`src/rtl/clk_div_prog.sv`:
```
// ============================================================================
// Module   : clk_div_prog
// Purpose  : Programmable clock-enable divider: 50%-duty divided clock, tick
//            pulse and running tick count, ratio changes only at period edges.
// Revision : 1.0 - initial release
// ============================================================================
`default_nettype none

module clk_div_prog #(
    parameter int CNT_W       = 16,
    parameter int DIV_DEFAULT = 1024,
    parameter int TICK_W      = 8
) (
    input  logic              clk_1,
    input  logic              rst,
    input  logic              sc,
    input  logic              en,
    input  logic [CNT_W-1:0]  div_val,
    input  logic              div_load,
    output logic              clk_div,
    output logic              tick,
    output logic [TICK_W-1:0] tick_cnt,
    output logic [CNT_W-1:0]  div_cur,
    output logic              load_err
);

    localparam logic [CNT_W-1:0]  C_DIV_RST = CNT_W'(DIV_DEFAULT);
    localparam logic [CNT_W-1:0]  C_DIV_MIN = CNT_W'(2);
    localparam logic [CNT_W-1:0]  C_ONE     = CNT_W'(1);
    localparam logic [TICK_W-1:0] C_TICK1   = TICK_W'(1);

    logic [CNT_W-1:0]  r_cnt;
    logic [CNT_W-1:0]  r_pend_val;
    logic              r_pend_vld;

    logic              w_load_ok;
    logic              w_load_bad;
    logic              w_wrap;
    logic [CNT_W-1:0]  w_div_adopt;

    logic [CNT_W-1:0]  w_cnt_n;
    logic [CNT_W-1:0]  w_div_n;
    logic [CNT_W-1:0]  w_pend_val_n;
    logic              w_pend_vld_n;
    logic [TICK_W-1:0] w_tick_cnt_n;
    logic              w_tick_n;

    assign w_load_ok  = div_load && (div_val >= C_DIV_MIN);
    assign w_load_bad = div_load && (div_val <  C_DIV_MIN);
    assign w_wrap     = en && (r_cnt == (div_cur - C_ONE));

    // A load arriving on the adopting cycle beats an older pending value.
    assign w_div_adopt = w_load_ok  ? div_val    :
                         r_pend_vld ? r_pend_val : div_cur;

    always_comb begin
        w_cnt_n      = r_cnt;
        w_div_n      = div_cur;
        w_pend_val_n = r_pend_val;
        w_pend_vld_n = r_pend_vld;
        w_tick_cnt_n = tick_cnt;
        w_tick_n     = 1'b0;

        if (sc) begin
            w_cnt_n      = '0;
            w_div_n      = w_div_adopt;
            w_pend_vld_n = 1'b0;
            w_tick_cnt_n = '0;
        end else if (w_wrap) begin
            w_cnt_n      = '0;
            w_div_n      = w_div_adopt;
            w_pend_vld_n = 1'b0;
            w_tick_cnt_n = tick_cnt + C_TICK1;
            w_tick_n     = 1'b1;
        end else begin
            if (en) begin
                w_cnt_n = r_cnt + C_ONE;
            end
            if (w_load_ok) begin
                w_pend_val_n = div_val;
                w_pend_vld_n = 1'b1;
            end
        end
    end

    // clk_div is derived from next-state count and divisor so it lines up
    // with the count value visible in the same cycle.
    always_ff @(posedge clk_1 or posedge rst) begin
        if (rst) begin
            r_cnt      <= '0;
            r_pend_val <= '0;
            r_pend_vld <= 1'b0;
            div_cur    <= C_DIV_RST;
            clk_div    <= 1'b0;
            tick       <= 1'b0;
            tick_cnt   <= '0;
            load_err   <= 1'b0;
        end else begin
            r_cnt      <= w_cnt_n;
            r_pend_val <= w_pend_val_n;
            r_pend_vld <= w_pend_vld_n;
            div_cur    <= w_div_n;
            clk_div    <= (w_cnt_n >= (w_div_n >> 1));
            tick       <= w_tick_n;
            tick_cnt   <= w_tick_cnt_n;
            load_err   <= w_load_bad;
        end
    end

endmodule

`default_nettype wire

```
`config.mk`:
```
export PLATFORM = sky130hd
export DESIGN_NAME = clk_div_prog
export DESIGN_NICKNAME = d
export VERILOG_FILES = /design/src/rtl/clk_div_prog.sv
export SDC_FILE = /design/constraint.sdc
export NUM_CORES = 1
export LEC_CHECK = 0
export CAP_MARGIN = 20
export CORE_ASPECT_RATIO = 0.6
export CORE_UTILIZATION = 26
export CTS_BUF_LIST = sky130_fd_sc_hd__clkbuf_8 sky130_fd_sc_hd__clkbuf_16
export DETAILED_ROUTE_END_ITERATION = 7
export SLEW_MARGIN = 10
export SYNTH_ARGS = -nofsm -noshare
export SYNTH_HDL_FRONTEND = slang
export SYNTH_SLANG_ARGS = --single-unit
```
`constraint.sdc`:
```
create_clock -name clk_1 -period 6.2 [get_ports clk_1]
set_clock_uncertainty 0.05 [all_clocks]
set_input_delay 1.24 -clock clk_1 [delete_from_list [all_inputs] [get_ports clk_1]]
set_output_delay 1.24 -clock clk_1 [all_outputs]
set_load 0.03 [all_outputs]
```
## Word level (Yosys, flattened, before mapping)

Cells that the tools add are included.

- Bits in registers: 60
- Input bits: 21
- Output and inout bits: 27
- Logic and storage cells: 38

- Add/subtract/negate cells: 3
- Magnitude comparators: 3
- Equal/unequal tests: 1
- Multiplexer cells: 14
- Bitwise operators: 2
- Reduce and logical (&&, ||, !) cells: 6

Operators with widths:

| operator | count |
|---|---|
| 2-to-1 mux 16 bit | 7 |
| adder 16 x 1 -> 16 bit, second input constant | 1 |
| equality test 16 bit | 1 |
| >= comparator 16 x 15 -> 1 bit | 1 |
| >= comparator 16 x 2 -> 1 bit, second input constant | 1 |
| less-than comparator 16 x 2 -> 1 bit, second input constant | 1 |
| 2-to-1 mux 8 bit | 2 |
| subtractor 16 x 1 -> 16 bit, second input constant | 1 |
| adder 8 x 1 -> 8 bit, second input constant | 1 |
| 2-to-1 mux 1 bit | 5 |
| logical AND 1 bit | 3 |
| AND reduction 3 bit | 1 |
| nonzero test 3 bit | 1 |
| NOT 1 bit | 2 |
| nonzero test 2 bit | 1 |

## Logic depth before layout (Yosys ltp)

Gate-level depths: netlist of the first run.

- Depth in word-level cells: 6
- Depth in mapped cells: 19
- Depth with buffers taken out: 17

## Worst setup path before layout of the first run

Ideal clock, no wire load.

- Path type: flip-flop to flip-flop
- Start: register div_cur[0]
- End: register clk_div
- Setup time: 133 ps
- Arrival: 4135 ps
- Data required time: 6017 ps
- Setup slack: 1882 ps
- Cell stages (with the launch flop): 19
- Buffers on the path: 2
- Clock period less this slack: 4318 ps
- Path through: dfrtp_1 -> inv_1 -> ha_1 -> or3b_2 -> or3_1 -> xnor2_1 -> nor4_1 -> nand4_2 -> buf_6 -> nand2_1 -> buf_2 -> nor2_1 -> ha_1 -> a2111oi_0 -> o21ai_0 -> a221oi_1 -> o21ai_0 -> a31oi_1 -> o21ai_0

- Cells in the longest elaborated chain, start to end: 6
- Elaborated cells on any way between the ends: 8
- Classes of those cells: add/sub: 1; order compare: 1; eq/ne: 1; mux: 4; reduce/logical: 1

RTL lines:

| what | line | source |
|---|---|---|
| start: declaration | 23 | `output logic [CNT_W-1:0] div_cur,` |
| start signal: assignment | 102 | `div_cur <= w_div_n;` |
| subtractor 16 x 1 -> 16 bit | 50 | `assign w_wrap = en && (r_cnt == (div_cur - C_ONE));` |
| equality test 16 bit | 50 |  |
| logical AND 1 bit | 50 |  |
| 2-to-1 mux 16 bit | 69 | `end else if (w_wrap) begin` |
| 2-to-1 mux 16 bit | 64 | `if (sc) begin` |
| via w_cnt_n[3] | 41 | `logic [CNT_W-1:0] w_cnt_n;` |
| >= comparator 16 x 15 -> 1 bit | 103 | `clk_div <= (w_cnt_n >= (w_div_n >> 1));` |
| end signal: assignment | 103 |  |
| end: declaration | 20 | `output logic clk_div,` |

The timed path passes the listed nets, and every way through them passes these cells. The select of a mux whose other input is x is not followed.
A chain may end at the register's enable or synchronous reset.

## Worst setup path after layout of the first run

- Start: register div_cur[0]
- End: register clk_div

- Cells in the longest elaborated chain, start to end: 6
- Elaborated cells on any way between the ends: 8
- Classes of those cells: add/sub: 1; order compare: 1; eq/ne: 1; mux: 4; reduce/logical: 1

RTL lines:

| what | line |
|---|---|
| subtractor 16 x 1 -> 16 bit * | 50 |
| equality test 16 bit * | 50 |
| logical AND 1 bit * | 50 |
| 2-to-1 mux 16 bit | 69 |
| 2-to-1 mux 16 bit | 64 |
| >= comparator 16 x 15 -> 1 bit * | 103 |

Every way passes the cells marked *; elsewhere a longest branch is shown, timed or not. The select of a mux whose other input is x is not followed.

==> summary.md, run 1 <==
| Metric | Value |
|---|---|
| Status | finished clean |
| Syn Inst Count | 365 |
| Post-synth top area share | 0.396 |
| Post-synthesis cell area | 0.00373 mm2 |
| Ys Warns | 0 |
| Total number of vias | 3077 |
| Initial antenna violation count | 0 |
| Slew HR | 0.317 |
| Clk slew on worst S/H paths | 0.05 ns |
| Initial DRC count | 193 |
| Diode count | 0 |
| Kind of critical path | reg -> reg |
| Gr ovfl total | 0 |
| Unrepaired setup endpoints after global routing | no |
| Die Height | 94.8 um |
| Final net count | 450 |
| Synth area leaders | dfrtp_1 (40%), ha_1 (6.0%), o22a_1 (5.9%), mux2_4 (4.0%), xor2_1 (4.0%) |
| Post-CTS Setup Bufs | 0 |
| Area grow syn2layout | 25.5% |
| Synth unique cells | 58 |
| Post-route ant nets | 0 |
| I/O Buffers | 47 |
| Peak supply drop | 96.9 uV |
| Yosys reg bits | 60 |
| Post-synth ARST share | 1.00 |
| Most used DFF post-synth | dfrtp_1 |
| Setup-failing EPs final | 0 |
| Setup TNS | 0 ns |
| # rows | 33 |
| CTS sink cnt | 60 |
| Vias in the first global route | 3085 |
| Core footprint | 0.0138 mm2 |
| Leakage | 0.00189 uW |
| Slowest stage delay, CP | 0.56 ns |
| CTS max path bufs | 2 |
| GRT Util Overall | 0.152 |
| Die area | 0.0149 mm2 |
| RePlAce Congestion | 0.943 |
| Max Freq | 188 MHz |
| Share of layout cells above drive strength 1 | 0.140 |
| Most frequent cell on the critical path | o21ai_0 |
| Register area share after synthesis | 0.403 |
| Top-Level Pins | 48 |
| Largest net degree at the start of global routing | 61 |
| Vias per Instance | 5.07 |
| Final Power | 1200 uW |
| Post_cts resized | 0 |
| Worst-path cell chain | inv_1 -> ha_1 -> or3b_2 -> nor4b_2 -> xnor2_1 -> a211oi_1 -> nand4_2 -> a21oi_2 -> buf_4 -> o22ai_1 -> ha_1 -> a2111oi_0 -> o21ai_0 -> a221oi_1 -> o21ai_0 -> a31oi_1 -> o21ai_0 |
| DRC Markers | 0 |
| Crit-path slowest cell | or3b_2 |
| Min-Delay Path Class | reg -> reg |
| Drt pass-1 iters | 4 |
| Least-Margin Pin Slew | 1.02 ns |
| WP data required | 6.35 ns |
| CTS root buffer | clkbuf_16 |
| Die X | 157 um |
| Routed wire length | 10.4 mm |
| Initial Util | 0.270 |
| Max-Cap Viols | 0 |
| CP Launch Type | flop |
| CP max FO | 22 |
| H-tree depth | 3 |
| PwrDens | 257 mW/mm2 |
| Post-CTS Hold Buffers | 0 |
| Synth Area per Inst | 10.2 um2 |
| DR WL/cell | 17.1 um |
| Final min period | 5.33 ns |
| Post-synth EDFFs | 0 |
| Synth area leader | dfrtp_1 |
| Worst-Skew Late Latency | 0.33 ns |
| Worst Setup End Kind | flop |
| Data arrival time of the critical path | 5.48 ns |
| First-pass GRT wire length | 16.9 mm |
| CTS tree | yes |
| HPWL Detailed | 7.79 mm |
| Register-to-register setup slack | 0.87 ns |
| TritonCTS Buffers | 9 |
| Final Slew Violations | 0 |
| Period Utilization, post-route | 0.860 |
| Count of final hold-check violations | 0 |
| Syn nets | 404 |
cells by family (layout without fill, tap and decap cells):
logic type	count (synthesis)	count (layout)	synth area share
fa+ha+maj	18	18	0.0603
compound gates	91	91	0.181
xor+xnor	33	33	0.0774
mux	19	19	0.0670
simple gates	112	112	0.170
buf+inv	32	82	0.0416
flops	60	60	0.403
cell usage in the layout (no fill, tap or decap), types with 8 or more instances in the layout:
master,Yosys,layout
a21oi_1,13,12
buf_4,1,8
clkbuf_16,0,9
clkdlybuf4s50_1,0,47
dfrtp_1,59,59
ha_1,18,18
inv_1,12,11
mux2_4,10,10
nand2_1,15,15
nand3_1,10,10
nand4_1,12,12
nor2_1,32,32
o22a_1,25,25
o22ai_1,17,17
xnor2_1,16,16
xor2_1,17,17
report_power, final:
part / total, uW / switching [uW] / internal (uW)
Sequential: 475 / 50.3 / 425
Combinational: 249 / 129 / 120
Clock: 479 / 179 / 300
registers in the layout (all words and copies together) (netlist names):
| name | flops |
|---|---|
| r_pend_val | 16 |
| div_cur | 16 |
| clk_div | 1 |
| load_err | 1 |
| tick_cnt | 8 |
| r_cnt | 16 |
| tick | 1 |
| r_pend_vld | 1 |
per-layer routing:
metal  GRT usage  vias to the layer above  share of wire
li1            -                     1473              -
met1       0.231                     1494           0.52
met2       0.208                      101           0.39
met3      0.0376                        9          0.084
met4      0.0449                        0          0.010
met5           0                        -              0
cell usage after synthesis, drive strengths merged, types with 7 or more instances:
master / instances
xor2: 17
nor2: 33
o22ai: 17
a21oi: 13
inv: 12
xnor2: 16
nand4: 13
nand2: 15
o22a: 25
dfrtp: 59
nand3: 10
buf: 11
mux2: 18
clkbuf: 9
ha: 18
a21o: 7
per-stage QoR:
step | instances | cell area, um2 | setup slack, ns | hold WS, ns | util
after floorplan | 365 | 3730 | 1.88 | 0.431 | -
after global placement | 592 | 4400 | 1.14 | 0.441 | 0.318
after detailed placement | 592 | 4400 | 0.893 | 0.447 | 0.318
after CTS | 607 | 4680 | 0.969 | 0.460 | 0.339
after global routing | 607 | 4680 | 0.374 | 0.467 | 0.339
final | 607 | 4680 | 0.867 | 0.459 | 0.339
final cells by class:
class	count	area, um2
Fill cell	1406	9150
Tap cell	192	240
Clock inverter	3	21.3
Multi-Input combinational cell	273	2080
Sequential cell	60	1500
Timing Repair Buffer	55	531
Clock buffer	12	267
Inverter	12	45.0
critical path: cells and delay by family, from the launching register on:
family / cells / cell delay (ns)
AO/OA/AOI/OAI: 9 / 2.44
XOR/XNOR: 1 / 0.10
adder cells (fa/ha/maj): 2 / 0.45
buffers and inverters: 2 / 0.42
flip-flops: 1 / 0.47
AND/OR/NAND/NOR: 3 / 1.27
path summary, 6_finish.rpt:
check	from	end	depth (start not counted)
min in group asynchronous	rst	div_cur[0]	3
min reg2reg	r_pend_val[14]	r_pend_val[14]	1
min	r_pend_val[14]	r_pend_val[14]	1
max	div_cur[0]	clk_div	17
max in group asynchronous	rst	r_cnt[14]	3
max reg2reg	div_cur[0]	clk_div	17
Note: power is estimated with default switching activity, not from simulation.
==> run 2: changes to the inputs <==
Settings changed: PLACE_DENSITY from default to 0.49.
==> run 2 against run 1 <==
  * Non-clock buffer count shrank 1
  * Global-route usage is 0.28 points higher
  * Die area stayed put
  * Wire length up 2.8%
  * Worst setup slack improved by 0.16 ns
  * Fmax up 3.1%
  * Combinational power is essentially flat
  * Worst hold slack worse by 0.0024 ns
  * Critical path type unchanged
==> summary.md, run 2 (synthesis results as in run 1) <==
| Metric | Value |
|---|---|
| Status | finished clean |
| Setup-failing EPs final | 0 (unchanged) |
| Post-route ant nets | 0 (unchanged) |
| Most common cell after layout, fill and taps aside | dfrtp_1 |
| Dpl ws | 0.908 ns (+0.0147 ns) |
| Final Power | 1290 uW (+6.9%) |
| Area grow syn2layout | 26.6% |
| Gr ovfl total | 0 (unchanged) |
| Worst Setup SP | div_cur[0] |
| RePlAce Congestion | 0.863 (-8.5%) |
| Data arrival time of the critical path | 5.32 ns (-0.16 ns) |
| Final net count | 449 (-0.22%) |
| WP data required | 6.34 ns (about the same) |
| Core footprint | 0.0138 mm2 (unchanged) |
| Worst Path Buf+Inv | 2 (unchanged) |
| Post-route setup slack | 1.03 ns (+0.158 ns) |
| DRC Markers | 0 (unchanged) |
| Peak supply drop | 122 uV (+26%) |
| CP Capture Point | clk_div |
| Total number of vias | 3035 (-1.4%) |
| Most frequent cell on the critical path | o21ai_0 |
| Worst r2r dst | clk_div |
| CTS max path bufs | 2 (unchanged) |
| CTS sink cnt | 60 (unchanged) |
| Vias per Instance | 5.00 (-1.4%) |
| CP delay by family, top | compound AO/OA/AOI/OAI gates |
| Slowest stage delay, CP | 0.73 ns (+0.17 ns) |
| DR WL/cell | 17.6 um (+2.8%) |
| CP Launch Type | flop |
| Final core occ | 0.342 (+0.00298) |
| Kind of critical path | reg -> reg |
| Post_cts resized | 0 (unchanged) |
| Register-to-register setup slack | 1.03 ns (+0.16 ns) |
| Vias in the first global route | 2987 (-3.2%) |
| Slew HR | 0.352 (+0.0353) |
| # rows | 33 (unchanged) |
| Initial antenna violation count | 0 (unchanged) |
| Post-CTS Hold Buffers | 0 (unchanged) |
| Number of stages on the worst setup path | 17 (unchanged) |
| Multi-input gate area | 0.00208 mm2 (unchanged) |
| Period Utilization, post-route | 0.835 (-0.0255) |
| Setup TNS | 0 ns (unchanged) |
| Most frequent cells in the layout | dfrtp_1 (59), clkdlybuf4s50_1 (47), nor2_1 (32) |
| Top-Level Pins | 48 (unchanged) |
| Min-Delay Path Class | reg -> reg |
| H-tree depth | 3 (unchanged) |
| Count of final hold-check violations | 0 (unchanged) |
| Crit-path slowest cell | nor3b_1 |
| HPWL Detailed | 8.02 mm (+3.0%) |
| Final min period | 5.17 ns (-0.158 ns) |
| Register area | 0.00150 mm2 (unchanged) |
| Share of layout cells above drive strength 1 | 0.140 (unchanged) |
| Post-CTS Setup Bufs | 0 (unchanged) |
| Initial DRC count | 243 (+26%) |
| Worst-Skew Late Latency | 0.33 ns (about the same) |
| Least-Margin Pin Slew | 0.969 ns (-0.0527 ns) |
| Die X | 157 um (unchanged) |
| PwrDens | 272 mW/mm2 (+6.0%) |
| CTS tree | yes |
| Routed wire length | 10.7 mm (+2.8%) |
| CTS root buffer | clkbuf_16 |
| R2R cell count | 17 (unchanged) |
| Unrepaired setup endpoints after global routing | no |
| Final Slew Violations | 0 (unchanged) |
| Max-Cap Viols | 0 (unchanged) |
| Filler Cell Count | 1414 (+0.57%) |
| GRT Util Overall | 0.155 (+0.00280) |
| Regs by FF count | div_cur (16), r_cnt (16), r_pend_val (16) |
| Largest net degree at the start of global routing | 61 (unchanged) |
| Clk slew on worst S/H paths | 0.06 ns (about the same) |
| TritonCTS Buffers | 9 (unchanged) |
| I/O Buffers | 47 (unchanged) |
| Worst Setup End Kind | flop |
| Die area | 0.0149 mm2 (unchanged) |
| Die Height | 94.8 um (unchanged) |
| Max Freq | 193 MHz (+3.1%) |
| First-pass GRT wire length | 17.0 mm (+0.89%) |
| CP max FO | 22 (unchanged) |
| Worst-path cell chain | inv_1 -> ha_1 -> nor3b_1 -> a21o_1 -> nand4_1 -> nor4_1 -> nand4_2 -> a21oi_2 -> buf_4 -> o22ai_1 -> ha_1 -> a2111oi_0 -> o21ai_0 -> a221oi_1 -> o21ai_0 -> a31oi_1 -> o21ai_0 |
| Diode count | 0 (unchanged) |
| Drt pass-1 iters | 4 (unchanged) |
| Leakage | 0.00190 uW (+0.63%) |
| Initial Util | 0.270 (unchanged) |
| Worst r2r src | div_cur[0] |
run 2: changes by cell type in the layout (fill, tap and decap cells not counted), sizes merged:
cell,delta
clkbuf,-1
buf,-1
clkinv,-1
clkinvlp,+1
bufinv,+2
run 2: layout make-up:
type,count,share of cell area
repair buffers,54,0.111
multi-input cells,273,0.440
flip-flops and latches,60,0.318
well taps,192,0.0508
clock inverters,5,0.0177
clock buffers,11,0.0535
inverters,12,0.00953
run 2: per-stage QoR:
step	hold WS, ns	area [um2]	cells
finish	0.457	4730	607
global placement	0.445	4390	591
global route	0.468	4730	607
floorplan	0.431	3730	365
CTS	0.461	4730	607
detailed placement	0.447	4390	591
run 2: worst min-delay path by stage:
stage	start	endpoint	cells after the start	slack (ns)
2_1_floorplan	r_pend_val[10]	r_pend_val[10]	1	0.43
3_3_place_gp	r_pend_val[11]	r_pend_val[11]	1	0.44
3_5_place_dp	r_pend_val[6]	r_pend_val[6]	1	0.45
4_1_cts	r_pend_val[13]	r_pend_val[13]	1	0.46
5_1_grt	r_pend_val[14]	r_pend_val[14]	1	0.47
6_report	r_pend_val[14]	r_pend_val[14]	1	0.46
run 2: worst reg2reg max path: stages (launching register included):
cell       delay, ns
dfrtp_1         0.48
inv_1           0.10
ha_1            0.26
nor3b_1         0.73
a21o_1          0.22
nand4_1         0.11
nor4_1          0.42
nand4_2         0.36
a21oi_2         0.46
buf_4           0.33
o22ai_1         0.12
ha_1            0.20
a2111oi_0       0.24
o21ai_0         0.19
a221oi_1        0.34
o21ai_0         0.15
a31oi_1         0.18
o21ai_0         0.11
run 2: power by group:
group / leakage, uW / switching [uW] / internal (uW)
sequential: 0.000755 / 51.0 / 425
combinational: 0.000988 / 132 / 119
clock: 0.000158 / 186 / 374
run 2: routing by layer:
metal | GRT usage | up-vias | wire length, um
li1 | - | 1469 | -
met1 | 0.244 | 1483 | 5770
met2 | 0.205 | 81 | 4030
met3 | 0.0372 | 2 | 865
met4 | 0.0376 | 0 | 22
met5 | 0 | - | 0
==> run 3: changes to the inputs <==
Settings changed: PLACE_DENSITY 0.49 to 0.5.
Clock period 6.2 ns to 4.7 ns, I/O delays scaled along.
==> run 3 against run 2 <==
  * Clock-buffer cell count down 2
  * Sequential power up 28%
  * First-iteration DRC count down 28%
  * Via count is 3.8% higher
  * Power grew 27%
  * Core utilization up 1.6 points
  * Combinational power grew 53%
  * Critical endpoint unchanged
  * Largest cell class unchanged
  * Critical path depth grew 1
  * Largest power group unchanged
==> summary.md, run 3 (synthesis results as in run 1) <==
| Metric | Value |
|---|---|
| CP Launch Type | flop |
| Data arrival time of the critical path | 4.50 ns (-0.82 ns) |
| I/O Buffers | 47 (unchanged) |
| HPWL Detailed | 8.28 mm (+3.2%) |
| Status | finished clean |
| Initial Util | 0.270 (unchanged) |
| Final Slew Violations | 0 (unchanged) |
| Least-Margin Pin Slew | 0.568 ns (-0.401 ns) |
| Net Switching | 484 uW (+31%) |
| Diode count | 0 (unchanged) |
| Largest net degree at the start of global routing | 45 (-26%) |
| Die Height | 94.8 um (unchanged) |
| Top-Level Pins | 48 (unchanged) |
| Slew HR | 0.618 (+0.266) |
| Fin cells | 635 (+4.6%) |
| Most common cell after layout, fill and taps aside | dfrtp_1 |
| DR WL/cell | 17.1 um (-3.0%) |
| Max Freq | 230 MHz (+19%) |
| Initial DRC count | 174 (-28%) |
| Unrepaired setup endpoints after global routing | no |
| Worst-Skew Late Latency | 0.33 ns (about the same) |
| Kind of critical path | reg -> reg |
| Max-Cap Viols | 0 (unchanged) |
| Regs by FF count | div_cur (16), r_cnt (16), r_pend_val (16) |
| TritonCTS Buffers | 9 (unchanged) |
| # rows | 33 (unchanged) |
| CTS sink cnt | 60 (unchanged) |
| Share of layout cells above drive strength 1 | 0.201 (+0.0611) |
| Post-route ant nets | 0 (unchanged) |
| Total number of vias | 3149 (+3.8%) |
| Routed wire length | 10.8 mm (+1.5%) |
| Setup-failing EPs final | 0 (unchanged) |
| Post-CTS Setup Bufs | 0 (unchanged) |
| CTS tree | yes |
| Net Sw Frac | 0.296 (+0.00951) |
| Period Utilization, post-route | 0.924 (+0.0894) |
| Area grow syn2layout | 32.6% |
| Setup TNS | 0 ns (unchanged) |
| Gr ovfl total | 0 (unchanged) |
| Peak supply drop | 202 uV (+66%) |
| Leakage | 0.00204 uW (+7.3%) |
| First-pass GRT wire length | 17.4 mm (+2.0%) |
| PwrDens | 331 mW/mm2 (+21%) |
| CTS max path bufs | 2 (unchanged) |
| DRC Markers | 0 (unchanged) |
| CTS root buffer | clkbuf_16 |
| Vias per Instance | 4.96 (-0.82%) |
| Initial antenna violation count | 0 (unchanged) |
| WP data required | 4.86 ns (-1.48 ns) |
| Die X | 157 um (unchanged) |
| GRT Util Overall | 0.158 (+0.00245) |
| Combinational Power Share | 0.235 (+0.040) |
| Vias in the first global route | 3192 (+6.9%) |
| Int Pwr | 1150 uW (+25%) |
| Worst Setup End Kind | flop |
| Final min period | 4.34 ns (-0.832 ns) |
| Most frequent cells in the layout | dfrtp_1 (59), clkdlybuf4s50_1 (47), buf_4 (33) |
| Min-Delay Path Class | reg -> reg |
| Die area | 0.0149 mm2 (unchanged) |
| Core footprint | 0.0138 mm2 (unchanged) |
| Drt pass-1 iters | 4 (unchanged) |
| Clk slew on worst S/H paths | 0.05 ns (about the same) |
| Sequential share of power | 0.372 (+0.002) |
| Clock network fraction of total power | 0.393 (-0.042) |
| RePlAce Congestion | 0.871 (+0.97%) |
| Count of final hold-check violations | 0 (unchanged) |
| Hold_ws | 0.458 ns (+0.00152 ns) |
| H-tree depth | 3 (unchanged) |
| CP max FO | 14 (-36%) |
| Dpl cells | 618 (+4.6%) |
| Final net count | 477 (+6.2%) |
[run 3: area by class of cell]
cell class              count  area, um2
multi-input cells         273       2110
clock buffers               9        225
fillers                  1404       8880
clock inverters             7       68.8
flip-flops and latches     60       1500
repair buffers             82        758
inverters                  12       45.0
well taps                 192        240
[run 3: per-layer routing]
metal	part of all wire	routed length [um]	GRT usage	up-vias
met5	0	0	0	-
met4	0.0053	58	0.0449	0
met3	0.078	849	0.0661	7
met2	0.40	4320	0.215	90
met1	0.52	5620	0.222	1530
li1	-	-	-	1522
[run 3: per-stage QoR]
step	setup WS (ns)	instance area [um2]	power, uW	utilization
2_1_floorplan	0.382	3730	837	-
3_3_place_gp	0.184	4600	989	0.333
3_5_place_dp	0.145	4600	993	0.333
4_1_cts	0.111	4900	1650	0.354
5_1_grt	0.0923	4950	1720	0.358
6_report	0.357	4950	1640	0.358
[run 3: timing repair]
action | CTS | global route
setup endpoints to repair | 0 | 1
hold buffers | 0 | 0
gates resized for setup | 0 | 8
[run 3: final timing paths]
path / depth (start not counted) / from / slack [ns] / to
setup reg to reg: 18 / div_cur[1] / 0.36 / clk_div
hold reg to reg: 1 / r_pend_val[14] / 0.46 / r_pend_val[14]
setup / recovery: 18 / div_cur[1] / 0.36 / clk_div
hold / removal: 1 / r_pend_val[14] / 0.46 / r_pend_val[14]
max in group asynchronous: 4 / rst / 3.01 / r_cnt[0]
min in group asynchronous: 2 / rst / 0.80 / r_pend_val[0]
[run 3: power by group through the flow]
stage	combinational (uW)	sequential, uW	clock (uW)
2_1_floorplan	191	647	0
3_3_place_gp	373	617	0
3_5_place_dp	375	617	0
4_1_cts	378	608	663
5_1_grt	417	615	687
6_report	385	609	642
[run 3: worst max-delay path, stage by stage, from the launching register on]
cell and delay, ns:
dfrtp_1 0.38, buf_4 0.16, or4_4 0.58, or4_4 0.50, a211oi_2 0.22, o31a_2 0.19, nand4_2 0.16, a21oi_4 0.20
buf_4 0.16, buf_4 0.14, buf_4 0.20, o22ai_1 0.10, ha_1 0.31, a21o_1 0.18, a21o_1 0.16, a21oi_1 0.15
o21ai_0 0.14, a31oi_1 0.17, o21ai_0 0.10
